**src/rtl/rx_packet_sequencer.sv**
```systemverilog
// Receive-side packet sequencer: steers the data buffer through sync, PID, payload and CRC checks.
// Optional inter-byte timeout is built only when RX_BYTE_TIMEOUT_EN is defined.
module rx_packet_sequencer #(
    parameter int MAX_DATA_BYTES = 64,
    parameter int TIMEOUT_CYCLES = 255
) (
    input  logic       clk,
    input  logic       rst,
    input  logic       start_detect,
    input  logic       byte_complete,
    input  logic       eop,
    input  logic [1:0] sync_status,
    input  logic [2:0] pid_status,
    input  logic [1:0] crc_status,
    output logic       clear,
    output logic       load_sync,
    output logic       check_sync,
    output logic       load_pid,
    output logic       check_pid,
    output logic       load_data,
    output logic       crc_check_5,
    output logic       crc_check_16,
    output logic       load_error,
    output logic       load_done,
    output logic       rx_busy,
    output logic [6:0] byte_count,
    output logic       rx_timeout
);

    typedef enum logic [3:0] {
        ST_IDLE, ST_SYNC, ST_PID, ST_PID_CHK, ST_TOKEN, ST_CRC5,
        ST_DATA, ST_CRC16, ST_HSHAKE, ST_ERR, ST_EWAIT, ST_DONE
    } state_t;

    localparam logic [31:0] DATA_LIMIT = 32'(MAX_DATA_BYTES + 2);

    state_t      state_q, state_d;
    logic [6:0]  count_q, count_d;
    logic        first_sync_q, first_sync_d;
    logic [6:0]  count_inc;
    logic [31:0] count_ext;
    logic        rx_byte;
    logic        collide;
    logic        tmo_hit;
    logic        tmo_pulse;

    assign count_inc = (count_q == 7'h7F) ? count_q : count_q + 7'd1;
    assign count_ext = {25'd0, count_q};
    // A byte that lands together with eop is never a valid byte.
    assign rx_byte   = byte_complete & ~eop;
    assign collide   = byte_complete & eop;

`ifdef RX_BYTE_TIMEOUT_EN
    localparam logic [7:0] TMO_LAST = 8'(TIMEOUT_CYCLES - 1);

    logic [7:0] tmr_q, tmr_d;
    logic       tmo_q;
    logic       tmr_run;

    assign tmr_run   = (state_q != ST_IDLE) && (state_q != ST_EWAIT);
    assign tmo_hit   = tmr_run && !byte_complete && (tmr_q == TMO_LAST);
    assign tmo_pulse = tmo_q;

    always_comb begin
        tmr_d = tmr_q;
        if (state_q == ST_IDLE || byte_complete) begin
            tmr_d = 8'd0;
        end else if (tmr_run) begin
            tmr_d = tmr_q + 8'd1;
        end
    end

    always_ff @(posedge clk or posedge rst) begin
        if (rst) begin
            tmr_q <= 8'd0;
            tmo_q <= 1'b0;
        end else begin
            tmr_q <= tmr_d;
            tmo_q <= tmo_hit;
        end
    end
`else
    assign tmo_hit   = 1'b0;
    assign tmo_pulse = 1'b0;
`endif

    always_comb begin
        state_d      = state_q;
        count_d      = count_q;
        first_sync_d = 1'b0;
        case (state_q)
            ST_IDLE: begin
                if (start_detect) begin
                    state_d      = ST_SYNC;
                    first_sync_d = 1'b1;
                end
            end
            ST_SYNC: begin
                if (eop) begin
                    state_d = ST_ERR;
                end else if (byte_complete) begin
                    state_d = (sync_status == 2'b01) ? ST_PID : ST_ERR;
                end
            end
            ST_PID: begin
                if (eop) begin
                    state_d = ST_ERR;
                end else if (byte_complete) begin
                    state_d = ST_PID_CHK;
                end
            end
            ST_PID_CHK: begin
                case (pid_status)
                    3'b001:  state_d = ST_TOKEN;
                    3'b010:  state_d = ST_DATA;
                    3'b011:  state_d = ST_HSHAKE;
                    default: state_d = ST_ERR;
                endcase
            end
            ST_TOKEN: begin
                if (collide) begin
                    state_d = ST_ERR;
                end else if (rx_byte) begin
                    count_d = count_inc;
                    if (count_q >= 7'd2) begin
                        state_d = ST_ERR;
                    end
                end else if (eop) begin
                    state_d = (count_q == 7'd2) ? ST_CRC5 : ST_ERR;
                end
            end
            ST_CRC5: begin
                state_d = (crc_status == 2'b01) ? ST_DONE : ST_ERR;
            end
            ST_DATA: begin
                if (collide) begin
                    state_d = ST_ERR;
                end else if (rx_byte) begin
                    count_d = count_inc;
                    if (count_ext >= DATA_LIMIT) begin
                        state_d = ST_ERR;
                    end
                end else if (eop) begin
                    state_d = (count_q >= 7'd2) ? ST_CRC16 : ST_ERR;
                end
            end
            ST_CRC16: begin
                state_d = (crc_status == 2'b01) ? ST_DONE : ST_ERR;
            end
            ST_HSHAKE: begin
                if (byte_complete) begin
                    state_d = ST_ERR;
                end else if (eop) begin
                    state_d = ST_DONE;
                end
            end
            ST_DONE:  state_d = ST_IDLE;
            ST_ERR:   state_d = ST_EWAIT;
            ST_EWAIT: begin
                if (eop) begin
                    state_d = ST_IDLE;
                end
            end
            default:  state_d = ST_IDLE;
        endcase
        if (tmo_hit) begin
            state_d = ST_IDLE;
        end
        // Keeping the count at zero while idle guarantees a clean start on SYNC entry.
        if (state_d == ST_IDLE) begin
            count_d = 7'd0;
        end
    end

    always_ff @(posedge clk or posedge rst) begin
        if (rst) begin
            state_q      <= ST_IDLE;
            count_q      <= 7'd0;
            first_sync_q <= 1'b0;
        end else begin
            state_q      <= state_d;
            count_q      <= count_d;
            first_sync_q <= first_sync_d;
        end
    end

    always_comb begin
        clear        = 1'b0;
        load_sync    = 1'b0;
        check_sync   = 1'b0;
        load_pid     = 1'b0;
        check_pid    = 1'b0;
        load_data    = 1'b0;
        crc_check_5  = 1'b0;
        crc_check_16 = 1'b0;
        load_error   = tmo_pulse;
        load_done    = 1'b0;
        case (state_q)
            ST_SYNC: begin
                clear      = first_sync_q;
                load_sync  = 1'b1;
                check_sync = 1'b1;
            end
            ST_PID:     load_pid     = 1'b1;
            ST_PID_CHK: check_pid    = 1'b1;
            ST_DATA:    load_data    = 1'b1;
            ST_CRC5:    crc_check_5  = 1'b1;
            ST_CRC16:   crc_check_16 = 1'b1;
            ST_ERR:     load_error   = 1'b1;
            ST_DONE:    load_done    = 1'b1;
            default: ;
        endcase
    end

    assign rx_busy    = (state_q != ST_IDLE);
    assign byte_count = count_q;
    assign rx_timeout = tmo_pulse;

endmodule

```
**config.mk**
```make
export PLATFORM = sky130hd
export DESIGN_NAME = rx_packet_sequencer
export DESIGN_NICKNAME = d
export VERILOG_FILES = /design/src/rtl/rx_packet_sequencer.sv
export SDC_FILE = /design/constraint.sdc
export NUM_CORES = 1
export LEC_CHECK = 0
export CORE_MARGIN = 2
export CORE_UTILIZATION = 53
export DETAILED_ROUTE_END_ITERATION = 10
export PLACE_DENSITY = 0.85
export SYNTH_ARGS = -nofsm -noshare
export SYNTH_HDL_FRONTEND = slang
export SYNTH_SLANG_ARGS = --single-unit
```
**constraint.sdc**
```tcl
create_clock -name clk -period 5.5 [get_ports clk]
set_input_delay 1.1 -clock clk [delete_from_list [all_inputs] [get_ports clk]]
set_output_delay 1.1 -clock clk [all_outputs]
set_load 0.005 [all_outputs]
```
==> qor.yml <==
route:
  initialDrtViolationCount: 27
  detailroute.via_count: 1164
  drt_pre_antenna_iters: 4
  final_antenna_net_count: 0
  routed_wl_mm: 2.98
  routed_vias_inst: 5.97
  routedWlPerCell_um: 15.3
  remaining_drc_errors: 0
yosys:
  yosys.cell_types.count: 55
  ys_seq_elements: 12
  synth-adder-area-share_pct: 1.98
  multiplexer_share_of_the_synthesized_area_pct: 0.890
  synthesis.nets: 158
  synth-xor-area-share_pct: 4.85
  synth_enable_flop_cells: 0
  post_synth_and_or_nand_nor_area_fraction_pct: 32.0
  yosys_most_used_dff: "dfrtp_1"
  synth_compound_gate_area_share_pct: 25.8
  synth_top_family_by_area: "simple AND/OR/NAND/NOR gates"
  syn_area_per_cell_sq_um: 8.78
  cells_after_synth: 144
  netlist_area_sq_mm: 0.00126
  ys_warn_count: 0
  yosysSeqAreaShare_pct: 23.7
  synth_async_sr_flop_share_pct: 100
grt:
  grt_first_pass_wirelength_mm: 4.97
  grt_start_max_net_pins: 22
  track_usage_pct: 23.8
  gr_ovfl_total: 0
  initial_antenna_violation_count: 0
  first_global_vias: 1138
setup_path:
  critPathArrivalTime_ns: 2.29
  startpoint: "state_q[0]"
  cp.required_ns: 4.40
  rr_startpoint: "state_q[3]"
  critPathCaptureType: "output pin"
  timing.setup.critical_path_class: "reg2out"
  reg_to_reg_setup_timing_slack_ns: 3.19
  critical_path.startpoint_type: "flop"
  cp_max_fo: 18
  rr_endpoint: "byte_count[3]"
  reg2regPathDepth: 5
cts:
  post_cts_setup_buffer_count: 0
  tritoncts_clock_tree: "built"
  cts.path.max_buffers: 2
  clk_pin_slew_worst_paths_ns: 0.08
  clk_root_buffer_cell: "clkbuf_4"
  cts.repair.resized: 0
  htreeDepth: 1
  cts_buffers: 3
  cts.hold.buffers_added: 0
  clkSinkCount: 12
  clock_insertion_delay_worst_skew_ns: 0.27
pwr:
  post-layout-total-power_uw: 490
  p_leak_uw: 0.000582
  vdd_drop_max_mv: 0.265
  power_density_mw_per_mm2: 317
layout:
  finish.instance_area_sq_mm: 0.00155
  layout_common_cells: "clkdlybuf4s50_1 (29), nor2_1 (18), inv_1 (14), dfrtp_1 (12), nand2_1 (10)"
  finalNetCount: 182
  final_core_utilization_pct: 69.3
  diodes: 0
  mostFrequentLayoutCell: "clkdlybuf4s50_1"
  area_growth_pct: 22.4
  fraction_of_layout_instances_using_a_drive_strength_above_1_pct: 12.6
sta:
  final-hold-violation-count: 0
  min_period_over_period_pct: 61.7
  rsz0062_at_grt: "no"
  final.setup.tns_ns: 0
  tightestPinTransition_ns: 0.685
  final.setup_skew_ns: 0.00601
  slew_headroom_pct: 54.4
  timing.final.max_slew_violations: 0
  report.final.setup_viol: 0
  max_freq_mhz: 295
  finalWorstPathRequiredPeriod_ns: 3.39
die:
  ioPinCount: 31
  die_w_um: 52.9
  row_count: 17
  initial_utilization_pct: 56.6
  fp.dieH_um: 52.9
  fp.coreArea_sq_mm: 0.00223
  fp.dieArea_sq_mm: 0.00279
run:
  maxCapViolations: 0
place:
  place_hpwl_mm: 2.25
  numPortBuffers: 29
  dpl-instance-area_sq_mm: 0.00151
  routabilityCongestion: 0.875
hold_path:
  min_from: "byte_count[6]"
  worst_hold_path.endpoint: "byte_count[6]"
  hold_class: "reg2reg"
  worst_hold_path.num_cells: 2
outcome:
  outcome: "completed"
## Yosys cell counts (all sizes together) (2+ instances only)
| master | instances | area share, % |
|---|---|---|
| o2111ai | 2 | 1.4 |
| ha | 2 | 2.0 |
| and2 | 2 | 1.1 |
| buf | 8 | 4.7 |
| nand2b | 5 | 2.5 |
| a31oi | 4 | 2.0 |
| nor4b | 5 | 5.6 |
| xnor2 | 6 | 4.2 |
| nor4 | 3 | 3.9 |
| clkbuf | 2 | 1.5 |
| nand3 | 6 | 2.8 |
| inv | 14 | 4.2 |
| a21oi | 4 | 1.6 |
| o21ai | 4 | 1.6 |
| and4bb | 2 | 2.0 |
| nor2 | 18 | 5.3 |
| nor3b | 2 | 1.6 |
| a41oi | 7 | 4.8 |
| dfrtp | 12 | 24 |
| a211o | 2 | 1.5 |
| nand2 | 10 | 3.0 |
| a21o | 2 | 1.2 |
## registers in the layout, summed over array words and instances (netlist names)
name	flops
state_q	4
byte_count	7
first_sync_q	1
## cells by family (layout without fill, tap and decap cells)
family | Yosys count | in the layout
adders and majority gates | 2 | 2
other | 1 | 1
DFF | 12 | 12
buffers and inverters | 24 | 47
xor gates and xnor gates | 7 | 7
muxes | 1 | 1
AOI/OAI and AO/OA | 37 | 37
and+or+nand+nor | 60 | 60
## power breakdown
group          internal (uW)  switching (uW)  leakage (uW)  total (uW)
clock                   40.3            29.8     0.0000210        70.1
sequential               102            60.5      0.000161         162
combinational            131             127      0.000400         258
total                    272             218      0.000582         490
## worst max-delay path, cell delays in order, from the launching register on
cell	delay, ns
dfrtp_1	0.72
nor4b_2	0.60
and2_1	0.20
clkdlybuf4s50_1	0.49
## worst max path at each step
stage,end,slack (ns),cells past startpoint
CTS,clear,2.09,3
floorplan,byte_count[0],2.99,6
global placement,byte_count[1],2.18,6
finish,clear,2.11,3
global route,clear,2.00,3
detailed placement,byte_count[3],2.12,6
## per-layer routing
| metal | track usage [%] | wire [um] | up-vias |
|---|---|---|---|
| li1 | - | - | 575 |
| met1 | 28.8 | 1330 | 545 |
| met2 | 42.9 | 1510 | 40 |
| met3 | 5.08 | 123 | 4 |
| met4 | 5.13 | 14 | 0 |
| met5 | 0 | 0 | - |
## cell type report
cell class,instances,area [sq um]
clock buffers,4,36.3
repair buffers,29,290
fillers,192,686
inverters,14,52.6
well taps,28,35.0
multi-input cells,108,833
flip-flops and latches,12,300
## through the flow
stage / instances / hold WS [ns] / setup WS, ns
final: 195 / 0.680 / 2.11
after global routing: 195 / 0.727 / 2.00
after CTS: 195 / 0.676 / 2.09
after detailed placement: 191 / 0.650 / 2.12
after global placement: 191 / 0.653 / 2.18
after floorplan: 144 / 0.623 / 2.99
Power figures use the tool's default switching activity.
